[src/rtl/mult_pkg.sv]
// Shared definitions for the sequential multiplier.
//   mult_state_t : control FSM states
//   DEF_WIDTH    : default operand width, shared with the board top level
package mult_pkg;

  localparam int DEF_WIDTH = 5;

  typedef enum logic [1:0] {IDLE, BUSY, DONE} mult_state_t;

endpackage

[src/rtl/twos_mag.sv]
// Splits a WIDTH-bit operand into an unsigned magnitude and a sign bit.
//   val       : operand
//   is_signed : 1 = treat val as two's-complement
//   mag       : |val| (the most-negative value maps to 2^(WIDTH-1))
//   sign      : 1 when val is negative in signed mode
module twos_mag #(
  parameter int WIDTH = 5
) (
  input  logic [WIDTH-1:0] val,
  input  logic             is_signed,
  output logic [WIDTH-1:0] mag,
  output logic             sign
);

  assign sign = is_signed & val[WIDTH-1];
  // Negating the most-negative value wraps back to itself, which read as
  // unsigned is exactly its magnitude, so no extra bit is needed.
  assign mag  = sign ? (~val + 1'b1) : val;

endmodule

[src/rtl/seq_multiplier.sv]
// Iterative shift-and-add multiplier, one partial product per clock.
//   clk, rst_n            : clock, async active-low reset
//   in_valid/in_ready     : operand handshake (a, b, signed_mode)
//   out_valid/out_ready   : product handshake (product, 2*WIDTH bits)
//   busy                  : iteration in progress
// Operands are reduced to magnitudes on accept; the sign is reapplied to
// the final product, so the datapath itself is purely unsigned.
module seq_multiplier
  import mult_pkg::*;
#(
  parameter  int WIDTH = DEF_WIDTH,
  localparam int CNT_W = $clog2(WIDTH + 1)
) (
  input  logic               clk,
  input  logic               rst_n,
  input  logic               in_valid,
  output logic               in_ready,
  input  logic [WIDTH-1:0]   a,
  input  logic [WIDTH-1:0]   b,
  input  logic               signed_mode,
  output logic               out_valid,
  input  logic               out_ready,
  output logic [2*WIDTH-1:0] product,
  output logic               busy
);

  mult_state_t state, state_nxt;

  logic [CNT_W-1:0]   cnt;
  logic [2*WIDTH:0]   acc;
  logic [WIDTH-1:0]   mag_a, mag_b;
  logic               neg;

  logic [WIDTH-1:0]   cap_mag_a, cap_mag_b;
  logic               cap_sign_a, cap_sign_b;

  logic               last;
  logic [WIDTH:0]     sum;
  logic [2*WIDTH:0]   acc_nxt;
  logic [2*WIDTH-1:0] res;

  twos_mag #(.WIDTH(WIDTH)) u_mag_a (
    .val(a), .is_signed(signed_mode), .mag(cap_mag_a), .sign(cap_sign_a)
  );

  twos_mag #(.WIDTH(WIDTH)) u_mag_b (
    .val(b), .is_signed(signed_mode), .mag(cap_mag_b), .sign(cap_sign_b)
  );

  assign last = (cnt == CNT_W'(WIDTH - 1));

  // Upper half (with carry bit) plus the conditional addend, then shift the
  // whole accumulator right; after WIDTH steps the low 2*WIDTH bits hold
  // the magnitude product.
  assign sum     = acc[2*WIDTH:WIDTH] + {1'b0, (mag_b[0] ? mag_a : '0)};
  assign acc_nxt = {sum, acc[WIDTH-1:0]} >> 1;
  assign res     = acc_nxt[2*WIDTH-1:0];

  assign in_ready  = (state == IDLE);
  assign busy      = (state == BUSY);
  assign out_valid = (state == DONE);

  always_ff @(posedge clk or negedge rst_n) begin
    if (!rst_n) state <= IDLE;
    else        state <= state_nxt;
  end

  always_comb begin
    state_nxt = state;
    case (state)
      IDLE:    if (in_valid)  state_nxt = BUSY;
      BUSY:    if (last)      state_nxt = DONE;
      DONE:    if (out_ready) state_nxt = IDLE;
      default:                state_nxt = IDLE;
    endcase
  end

  always_ff @(posedge clk or negedge rst_n) begin
    if (!rst_n) begin
      cnt     <= '0;
      acc     <= '0;
      mag_a   <= '0;
      mag_b   <= '0;
      neg     <= 1'b0;
      product <= '0;
    end else begin
      case (state)
        IDLE: if (in_valid) begin
          mag_a <= cap_mag_a;
          mag_b <= cap_mag_b;
          neg   <= cap_sign_a ^ cap_sign_b;
          acc   <= '0;
          cnt   <= '0;
        end
        BUSY: begin
          acc   <= acc_nxt;
          mag_b <= mag_b >> 1;
          cnt   <= cnt + 1'b1;
          if (last) product <= neg ? (~res + 1'b1) : res;
        end
        default: ;
      endcase
    end
  end

endmodule

[config.mk]
export PLATFORM = sky130hd
export DESIGN_NAME = seq_multiplier
export DESIGN_NICKNAME = d
export VERILOG_FILES = /design/src/rtl/mult_pkg.sv /design/src/rtl/twos_mag.sv /design/src/rtl/seq_multiplier.sv
export SDC_FILE = /design/constraint.sdc
export NUM_CORES = 1
export LEC_CHECK = 0
export ABC_CLOCK_PERIOD_IN_PS = 2900
export CORE_MARGIN = 1.5
export CORE_UTILIZATION = 35
export DETAILED_ROUTE_END_ITERATION = 10
export GPL_ROUTABILITY_DRIVEN = 0
export PLACE_DENSITY = 0.58
export SYNTH_ARGS = -nofsm -noshare
export SYNTH_HDL_FRONTEND = slang
export SYNTH_HIERARCHICAL = 1
export SYNTH_SLANG_ARGS = --single-unit
[constraint.sdc]
create_clock -name clk -period 2.9 [get_ports clk]
set_clock_uncertainty 0.15 [all_clocks]
set_input_delay 0.29 -clock clk [delete_from_list [all_inputs] [get_ports clk]]
set_output_delay 0.29 -clock clk [all_outputs]
set_load 0.01 [all_outputs]
==> summary.txt <==
Synth
  • Synthesized area per cell: 9.48 µm²
  • Syn Inst Count: ~210
  • Synth Area in Simple Gates: between 10% and 20%
  • Top cell type's share of synthesized area: a little over two fifths
  • Synth Area in Adders: 7.15%
  • Ranking of synthesized cells by area: dfrtp_1, nand2_1, ha_1
  • #FFs+latches synth: 35
  • Post-Syn Nets: 240
  • Area fraction in compound gates after synthesis: between 10% and 20%
  • Synth warnings: 6
  • Largest family of logic cells by synthesized area: simple AND/OR/NAND/NOR gates
  • Syn Std Cell Area: slightly above 2000 µm²
  • Top FF cell, synth: dfrtp_1
  • Seq/Total Area, Yosys: a little over two fifths
  • Post-synth ARST share: between 90% and 100%
  • Top cell type by total area after synthesis: dfrtp_1
  • Post-synth EDFFs: 0
  • Post-Synth XOR/XNOR Area: 6.41%
  • Synth cell types: 40
  • Post-synthesis mux area share: 5.24%

Timing
  • FMAX: around 420 MHz
  • Final count of hold timing violations: 0
  • Final setup vio count: 0
  • Unrepaired setup endpoints after global routing: false
  • Slew @ Worst Pin: a little over 0.7 ns
  • Period minus WS final: around 2.4 ns
  • WHS: between 0.2 and 0.3 ns
  • Final worst-path cycle share: approximately 82%
  • Setup ws final: about 0.5 ns
  • Final setup TNS: 0 ns
  • Max-slew violations: 0
  • Slew HR: 51.9%

Routing
  • Pre-Repair DR Iteration Count: 4
  • WL per Instance: 11.9 µm
  • ANT nets after route: 0
  • Initial DRC Count: 42
  • Residual DRC count: 0
  • Routed vias/inst: roughly 4.8
  • Routed vias: roughly 1500
  • Routed Wire Length: between 3 and 4 mm

Power
  • PD cells: between 900 and 1000 nW/µm²
  • Clock power frac: 15.6%
  • P_int: between 1 and 1.5 mW
  • Flop pwr share: a little over a third
  • Lkg Pwr: ~1.1 nW
  • IR drop worst, VDD: 0.000296 V
  • Sw power: about 890 µW
  • Net Sw Frac: between 30% and 40%
  • Combinational power share: between 40% and 50%
  • Tot Pwr: 2.29 mW

Status
  • Status: finished, final reports clean

Critical path
  • Slowest CP cell: dfrtp_1
  • Crit path arrival time: around 2.5 ns
  • Crit path required time: around 3 ns
  • Worst r2r src: mag_b[0]
  • Worst setup EP type: register
  • CP Launch Type: register
  • RR Endpoint: product[8]
  • Worst Setup SP: mag_b[0]
  • Crit path cell chain: and2_1 > ha_1 > inv_1 > fa_1 > xor2_2 > nand4_1 > a21o_1 > a211o_1 > nand3_1
  • Slowest Stage Delay on Critical Path: around 0.4 ns
  • Kind of critical path: register to register
  • Worst-case reg-to-reg path depth: 9
  • CP Max Fanout: 6
  • Setup crit end: product[8]
  • Flop-to-flop setup slack: ~0.51 ns

Clock tree
  • Clk buf depth: 2
  • # hold bufs at CTS: 0
  • Setup Buffers After CTS: 0
  • Post_cts resized: 0
  • CTS tree: done
  • CTS H-Tree Depth: 2
  • Root buffer cell: clkbuf_8
  • Sinks on Clock Net: 35
  • CTS buffer count: 5
  • Clock latency on the worst-skew pair: around 0.29 ns
  • CTS clk-pin slew, worst paths: roughly 0.07 ns

Global route
  • Initial antenna violation count: 0
  • Largest net degree at the start of global routing: 36
  • First-pass GRT wire length: a little under 7 mm
  • Total gr overflow: 0
  • Vias in the first global route: 1522
  • GRT Resource Usage Total: between 10% and 20%

Worst hold path
  • Hold Crit Class: input port to async pin

Floorplan
  • Die area: around 6300 µm²
  • Horiz. Die Dim: 79.1 µm
  • FP Rows: 27
  • I/O pin count: 28
  • Core area: roughly 5500 µm²
  • DIE HEIGHT: 79.1 µm
  • Starting Density: roughly 37%

Cells and area
  • Fill cells: 563
  • Layout cells sized above 1: ~9.1%
  • Commonest non-fill, non-tap cell in the layout: dfrtp_1
  • Post-Layout Cell Count: approximately 320
  • Commonest cells after routing, fill and taps aside: dfrtp_1, nand2_1, clkdlybuf4s50_1
  • Area growth, synth to finish: 21.2%
  • Final nets: about 270
  • Antenna diodes: 0

Placement
  • Worst slack, placed: 0.536 ns
  • IO Port Bufs: 27
  • Final HPWL DP: 2.81 mm
  • Cell count after placement: between 300 and 400

Run
  • Max Cap Viol: 0
==> routing by layer <==
| layer | wire, µm | vias up | track usage [%] | part of all wire [%] |
|---|---|---|---|---|
| met5 | 0 | - | 0 | 0 |
| met4 | 41 | 0 | 5.09 | 1.1 |
| met3 | 123 | 5 | 2.76 | 3.3 |
| met2 | 1720 | 33 | 24.0 | 46 |
| met1 | 1880 | 689 | 17.0 | 50 |
| li1 | - | 787 | - | - |
==> cells in the mapped netlist (4+ instances only) <==
master,n
and2_1,8
buf_2,5
buf_4,4
dfrtp_1,35
ha_1,10
inv_1,14
mux2_2,5
mux2i_1,5
nand2_1,34
nand3_1,5
nor2_1,10
o21ai_0,20
o22ai_1,5
xnor2_1,10
==> cells by family (layout without fill, tap and decap cells) <==
group	after synthesis	after routing
XOR/XNOR	14	14
AND/OR/NAND/NOR	71	71
buffers and inverters	26	55
adder cells (fa/ha/maj)	11	11
multiplexers	10	10
AO/OA/AOI/OAI	47	47
flip-flops	35	35
==> worst max-delay path: cells and delay by family, from the launching register on <==
family	cells	cell delay, ns
adders and majority gates	2	0.59
xor gates and xnor gates	1	0.30
AOI/OAI and AO/OA	2	0.47
DFF	1	0.41
buffers and inverters	1	0.06
and+or+nand+nor	3	0.34
==> stage by stage <==
step	cell area [µm²]	util, %
2_1_floorplan	2030	-
3_3_place_gp	2370	42.8
3_5_place_dp	2370	42.8
4_1_cts	2460	44.4
5_1_grt	2460	44.4
6_report	2460	44.4
==> state kept, by name, summed over array words and instances (netlist names) <==
signal	count
mag_a	5
product	10
neg	1
acc	9
cnt	3
mag_b	5
state	2
==> worst min-delay path by stage <==
stage                from          to  slack, ns  depth (start not counted)
6_report            rst_n  product[1]       0.26                          2
5_1_grt             rst_n  product[1]       0.32                          2
4_1_cts             rst_n  product[1]       0.28                          2
3_5_place_dp   product[5]  product[5]       0.31                          2
3_3_place_gp   product[5]  product[5]       0.30                          2
2_1_floorplan       rst_n      acc[1]      -0.16                          0
==> power groups by stage <==
stage | sequential [mW] | clock (mW) | combinational, mW
finish | 0.811 | 0.358 | 1.12
global route | 0.841 | 0.390 | 1.27
CTS | 0.816 | 0.368 | 1.13
detailed placement | 0.824 | 0 | 1.13
global placement | 0.820 | 0 | 1.12
floorplan | 0.824 | 0 | 0.758
==> area by class of cell <==
class / instances / area, µm² / area share (%)
Timing Repair Buffer: 33 / 315 / 12.8
Sequential cell: 35 / 876 / 35.6
Multi-Input combinational cell: 153 / 1030 / 42.1
Inverter: 15 / 56.3 / 2.29
Clock inverter: 1 / 5.00 / 0.203
Clock buffer: 6 / 82.6 / 3.36
Tap cell: 72 / 90.1 / 3.66
Power figures use the tool's default switching activity.
